===== src/rtl/arbitro_mem_offchip.sv =====
// Round-robin arbiter sharing one off-chip memory port between a pixel reader
// and a result writer, with a per-operation completion timeout.
module arbitro_mem_offchip #(
  parameter int BITS_MEMORY_DATA      = 32,
  parameter int BITS_ADDR_MEM_OFFCHIP = 14,
  parameter int CICLOS_TIMEOUT        = 255
) (
  input  logic                             clk,
  input  logic                             reset,
  input  logic                             req_lectura,
  input  logic [BITS_ADDR_MEM_OFFCHIP-1:0] address_lectura,
  input  logic                             req_escritura,
  input  logic [BITS_ADDR_MEM_OFFCHIP-1:0] address_escritura,
  input  logic [BITS_MEMORY_DATA-1:0]      data_escritura,
  input  logic                             op_complete_mem,
  input  logic [BITS_MEMORY_DATA-1:0]      data_mem,
  output logic                             read_mem,
  output logic                             write_mem,
  output logic [BITS_ADDR_MEM_OFFCHIP-1:0] address_mem,
  output logic [BITS_MEMORY_DATA-1:0]      write_data_mem,
  output logic                             complete_lectura,
  output logic                             complete_escritura,
  output logic [BITS_MEMORY_DATA-1:0]      data_lectura,
  output logic                             error_timeout
);

  localparam int CW = $clog2(CICLOS_TIMEOUT + 1);
  localparam logic [CW-1:0] CNT_LAST = CW'(CICLOS_TIMEOUT - 1);

  typedef enum logic [1:0] {
    IDLE,
    LECTURA,
    ESCRITURA,
    FIN
  } estado_t;

  estado_t       estado;
  logic          prioridad;
  logic [CW-1:0] cnt;
  logic          grant_lec;
  logic          cnt_fin;

  // prioridad=0 favours the reader on contention
  assign grant_lec = req_lectura & (~req_escritura | ~prioridad);
  assign cnt_fin   = (cnt == CNT_LAST);

  always_ff @(posedge clk) begin
    if (!reset) begin
      estado             <= IDLE;
      prioridad          <= 1'b0;
      cnt                <= '0;
      read_mem           <= 1'b0;
      write_mem          <= 1'b0;
      address_mem        <= '0;
      write_data_mem     <= '0;
      complete_lectura   <= 1'b0;
      complete_escritura <= 1'b0;
      data_lectura       <= '0;
      error_timeout      <= 1'b0;
    end else begin
      unique case (estado)
        IDLE: begin
          if (grant_lec) begin
            estado      <= LECTURA;
            read_mem    <= 1'b1;
            address_mem <= address_lectura;
            cnt         <= '0;
            if (req_escritura) prioridad <= 1'b1;
          end else if (req_escritura) begin
            estado         <= ESCRITURA;
            write_mem      <= 1'b1;
            address_mem    <= address_escritura;
            write_data_mem <= data_escritura;
            cnt            <= '0;
            if (req_lectura) prioridad <= 1'b0;
          end
        end
        LECTURA: begin
          if (op_complete_mem) begin
            data_lectura     <= data_mem;
            read_mem         <= 1'b0;
            complete_lectura <= 1'b1;
            estado           <= FIN;
          end else if (cnt_fin) begin
            read_mem         <= 1'b0;
            complete_lectura <= 1'b1;
            error_timeout    <= 1'b1;
            estado           <= FIN;
          end else begin
            cnt <= cnt + 1'b1;
          end
        end
        ESCRITURA: begin
          if (op_complete_mem) begin
            write_mem          <= 1'b0;
            complete_escritura <= 1'b1;
            estado             <= FIN;
          end else if (cnt_fin) begin
            write_mem          <= 1'b0;
            complete_escritura <= 1'b1;
            error_timeout      <= 1'b1;
            estado             <= FIN;
          end else begin
            cnt <= cnt + 1'b1;
          end
        end
        FIN: begin
          complete_lectura   <= 1'b0;
          complete_escritura <= 1'b0;
          error_timeout      <= 1'b0;
          estado             <= IDLE;
        end
      endcase
    end
  end

endmodule


===== config.mk =====
export PLATFORM = sky130hd
export DESIGN_NAME = arbitro_mem_offchip
export DESIGN_NICKNAME = d
export VERILOG_FILES = /design/src/rtl/arbitro_mem_offchip.sv
export SDC_FILE = /design/constraint.sdc
export NUM_CORES = 1
export LEC_CHECK = 0
export CORE_ASPECT_RATIO = 1.1
export CORE_MARGIN = 2
export CORE_UTILIZATION = 60
export CTS_BUF_LIST = sky130_fd_sc_hd__clkbuf_8
export CTS_CLUSTER_DIAMETER = 40
export DETAILED_ROUTE_END_ITERATION = 16
export DONT_BUFFER_PORTS = 1
export PLACE_DENSITY = 0.76
export SLEW_MARGIN = 40
export SYNTH_ARGS = -nofsm -noshare
export SYNTH_HDL_FRONTEND = slang
export SYNTH_SLANG_ARGS = --single-unit

===== constraint.sdc =====
create_clock -name clk -period 2.2 [get_ports clk]
set_input_delay 0.33 -clock clk [delete_from_list [all_inputs] [get_ports clk]]
set_output_delay 0.33 -clock clk [all_outputs]
set_load 0.005 [all_outputs]

[After elaboration in Yosys (flattened, before gate mapping)]
Index checks and enable logic that the tools add are counted.
Widths: inputs -> output; s select.
Word-level totals
  register bits after elaboration: 94
  input bits: 97
  output and inout bits: 83
  logic and storage cells: 80
Operators by class
  mux-type cells: 28
  reduce and logical (&&, ||, !) cells: 21
  $add $sub $neg: 1
  equal/unequal tests: 14
  bitwise operators: 5
Operator list (number)
  $mux 8: 4
  $mux 14: 2
  $pmux 8 s2: 1
  $reduce_bool 2->1: 8
  $reduce_and 3->1: 4
  $mux 1: 11
  $ne 2x2->1 const B: 5
  $pmux 1 s2: 5
  $reduce_and 2->1: 5
  $ne 3x3->1 const B: 3
  $add 8x1->8 const B: 1
  $eq 8x8->1 const B: 1
  $mux 2: 4
  $reduce_and 4->1: 2
  $pmux 2 s3: 1
  $eq 2x2->1 const B: 2
  $ne 3x1->1 const B: 1
  $not 1->1: 3
  $eq 2x1->1 const B: 1
  $logic_not 2->1: 1
  $ne 2x1->1 const B: 1
  $reduce_or 2->1: 1
  $and 1x1->1: 1
  $or 1x1->1: 1

[Depth between registers and ports, before layout]
  depth after elaboration: 5
  depth in mapped cells: 9
  mapped depth without buffers: 6

[Worst setup path after synthesis]
No wires, ideal clock.
  path type: reg2reg
  start point: register estado[0]
  end point: register cnt[7]
  cell stages (with the launch flop): 8
  path slack: 0.489 ns
  arrival: 1.637 ns
  buffers on the path: 1
  clock period less this slack: 1.711 ns
  library setup time: 0.074 ns
  required time: 2.126 ns
  cells stage by stage: dfxtp_1 inv_1 ha_1 buf_4 and2b_1 o21ai_2 or4_1 o21ai_0
On the way
  cells in the longest elaborated chain, start to end: 4
  elaborated cells on any way between the ends: 10
  classes of those cells: eq/ne (5); mux (1); reduce/logical (4)
RTL lines
  start, declared: line 37  | estado_t estado;
  start signal, assigned: line 49  | estado <= IDLE;
  start signal, assigned: line 64  | estado <= LECTURA;
  start signal, assigned: line 70  | estado <= ESCRITURA;
  $eq 2x2->1 / $eq 2x1->1 (equally long branches): line 61  | unique case (estado)
  $reduce_or 2->1 (no line)
  $ne 2x2->1 (no line) / $reduce_bool 2->1 (equally long branches)
  $reduce_and 4->1 (no line)
  end signal, assigned: line 90  | cnt <= cnt + 1'b1;
  end signal, assigned: line 104  | cnt <= cnt + 1'b1;
  end, declared: line 39  | logic [CW-1:0] cnt;
Several ways; a longest one is shown, not always the timed one.
A chain may end at the register's enable or synchronous reset.

[Final worst setup path]
  start point: register estado[0]
  end point: register cnt[3]
The elaborated chain is that of the path after synthesis.

==> out/qor.yml <==
run_status:
  status: "completed"
clock_network:
  clockBufferDepth: 2
  htreeDepth: 3
  cts_buffers: 9
  cts_tree: "yes"
  postCtsHoldBufs: 0
  clkLatencyLatePin_ns: 0.36
  post_cts_buffers: 0
  cts_root_buffer: "clkbuf_8"
  path_clk_slew_ns: 0.10
  ctsResizeCount: 0
  cts.sinks: 94
power_and_ir_drop:
  ir_worst_vdd_uv: 624
  intPower_mw: 2.87
  power.total_mw: 4.46
  seq_power_share_pct: 50.3
  p_sw_mw: 1.59
  p_leak_nw: 1.43
  power.density_mw_per_mm2: 1130
  swShare_pct: 35.7
  combPwrFrac_pct: 26.2
  p_clk_share_pct: 23.5
setup_path:
  r2r_end: "cnt[3]$_SDFFE_PN0P_"
  cp_data_required_time_ns: 2.45
  reg2reg_depth: 6
  cp-start-kind: "flip-flop"
  startpoint: "estado[0]$_SDFFE_PN0P_"
  reg2reg_slack_ns: 0.23
  r2r_start: "estado[0]$_SDFFE_PN0P_"
  cp-end-kind: "flip-flop"
  endpoint: "cnt[3]$_SDFFE_PN0P_"
  crit_type: "reg -> reg"
  critPathMaxFanout: 10
  cp_data_arrival_time_ns: 2.22
layout:
  fill_cells: 536
  syn2layout_area_growth_pct: 4.92
  final_layout_size_suffix_gt1_share_pct: 6.95
  stdcell_area_mm2: 0.00395
  final_nets: 544
  diodes: 0
timing:
  tns_ns: 0
  setup_viol: 0
  fin_crit_sh_pct: 89.5
  fin_crit_ns: 1.97
  fin_skew_ns: 0.0102
  rsz0062_at_grt: "no"
  hold_viol: 0
  max_freq_mhz: 508
  slew_violations: 0
  slew_headroom_pct: 61.1
  tightest_slew_ns: 0.584
global_route:
  antenna_found_initial: 0
  grt_first_pass_wirelength_um: 12400
  grt_overflow_total: 0
  grtUsageTotal_pct: 22.4
  grt_pass1_vias: 2837
  grt_max_degree: 34
detailed_routing:
  routed_wl_um: 8080
  vias_per_cell: 5.77
  drt_iter0_drc: 94
  top_layer_used: "met4"
  route.detailed.drc: 0
  firstDrtPassIters: 5
  wl_met1_um: 3220
  dr_wl_met2_um: 3830
  vias: 3034
  wl_per_cell_um: 15.4
  met3_length_um: 864
  antenna_left: 0
synth:
  synth-xor-area-share_pct: 0.233
  syn-num-nets: 557
  yosys_register_bits: 94
  ys_seq_area_share_pct: 50.0
  synth-main-ff-cell: "dfxtp_1"
  synth_edf_count: 0
  yosys.area_share.adder_pct: 2.00
  yosysUniqueCellTypes: 48
  postSynthAreaPerCell_um2: 8.28
  synth_cells: 454
  yosys-mux-area-fraction_pct: 3.99
  syn_area_mm2: 0.00376
  synth_top_family_by_area: "simple AND/OR/NAND/NOR gates"
  synthArstFlopShare_pct: 0
  synth-compound-area-share_pct: 18.7
  synthSimpleGateAreaFrac_pct: 19.9
  ys_warn_count: 0
floorplan:
  die_area_mm2: 0.00692
  fp.dieH_um: 87.0
  io-pin-count: 180
  core-area_mm2: 0.00612
  rows: 30
  chipWidth_um: 79.5
  start_util_pct: 61.5
placed_design:
  routabilityCongestion: 0.806
  place_area_mm2: 0.00376
  io_buffers: 0
  dp_hpwl_um: 5810
run:
  max_cap_violations: 0
min_path:
  hold_class: "in -> reg"
## layer usage
layer	global-route usage, %	vias up
met5	0	-
li1	-	1509
met2	39.3	145
met4	8.93	0
met1	23.6	1367
met3	9.44	13
## final cells by class
class                   instances  area (µm²)  area share (%)
well taps                      80         100            2.54
inverters                       9        33.8           0.856
repair buffers                  8        60.1            1.52
clock inverters                 7        57.6            1.46
multi-input cells             319        1690            42.8
flip-flops and latches         94        1880            47.7
clock buffers                   9         124            3.14
## worst min path at each step
stage               depth (start not counted)                             from  slack, ns                               to
CTS                                         1                            reset       0.08    complete_lectura$_SDFFE_PN0P_
global placement                            2  write_data_mem[12]$_SDFFE_PN0P_       0.46  write_data_mem[12]$_SDFFE_PN0P_
global route                                2                     data_mem[20]       0.07    data_lectura[20]$_SDFFE_PN0P_
finish                                      2                data_escritura[1]       0.09   write_data_mem[1]$_SDFFE_PN0P_
floorplan                                   2     data_lectura[0]$_SDFFE_PN0P_       0.45     data_lectura[0]$_SDFFE_PN0P_
detailed placement                          1                            reset       0.46    complete_lectura$_SDFFE_PN0P_
## flip-flops by register name (all words and copies together), names as in the netlist, 2 cells and up
register,flops
data_lectura,32
cnt,8
write_data_mem,32
address_mem,14
estado,2
## cells in the final DEF, fill, tap and decap left out, types with 2 or more instances in the layout
master	instances
a211oi_1	15
nor2b_1	3
a311oi_1	2
nor3b_1	2
a22oi_1	4
o21ai_0	3
nand2_1	142
nand3_1	4
a21oi_1	71
clkinv_4	2
clkbuf_8	9
o32ai_1	4
nor2_1	16
nand4_1	2
buf_4	8
o31ai_1	2
and3_1	2
inv_6	2
ha_1	6
o31a_1	2
mux2i_1	15
dfxtp_1	94
inv_1	9
## per-stage QoR
stage / worst slack, ns / util (%) / instances / hold WS, ns
finish: 0.231 / 64.5 / 526 / 0.0924
global route: 0.106 / 64.5 / 526 / 0.0728
CTS: 0.206 / 64.5 / 526 / 0.0826
detailed placement: 0.233 / 61.5 / 510 / 0.464
global placement: 0.330 / 61.5 / 510 / 0.461
floorplan: 0.489 / - / 454 / 0.453
## power by group through the flow
stage	Clock (mW)	Sequential, mW	Combinational, mW
2_1_floorplan	0	2.21	1.05
3_3_place_gp	0	2.27	1.14
3_5_place_dp	0	2.28	1.17
4_1_cts	1.07	2.25	1.18
5_1_grt	1.15	2.29	1.33
6_report	1.05	2.24	1.17
## cells in the mapped netlist (all sizes together), types with 3 or more instances
cell	count	area, µm²
nand2	143	539
dfxtp	94	1880
a21oi	71	355
clkbuf	18	67.6
nor2	17	66.3
a211oi	15	113
mux2i	15	150
buf	14	92.6
inv	9	33.8
ha	6	75.1
a22oi	4	30.0
nand3	4	20.0
o21ai	4	23.8
o32ai	4	35.0
nor2b	3	18.8
## cell families after synthesis
logic type,Yosys count
AOI/OAI and AO/OA,115
and+or+nand+nor,182
DFF,94
buffers and inverters,41
xor gates and xnor gates,1
adders and majority gates,6
muxes,15
## worst max-delay path: stages, from the launching register on
cell     delay [ns]
dfxtp_1        0.39
inv_1          0.08
ha_1           0.46
and2b_1        0.22
o21ai_2        0.12
or2_1          0.32
o32ai_1        0.29
Note: power is estimated with default switching activity, not from simulation.
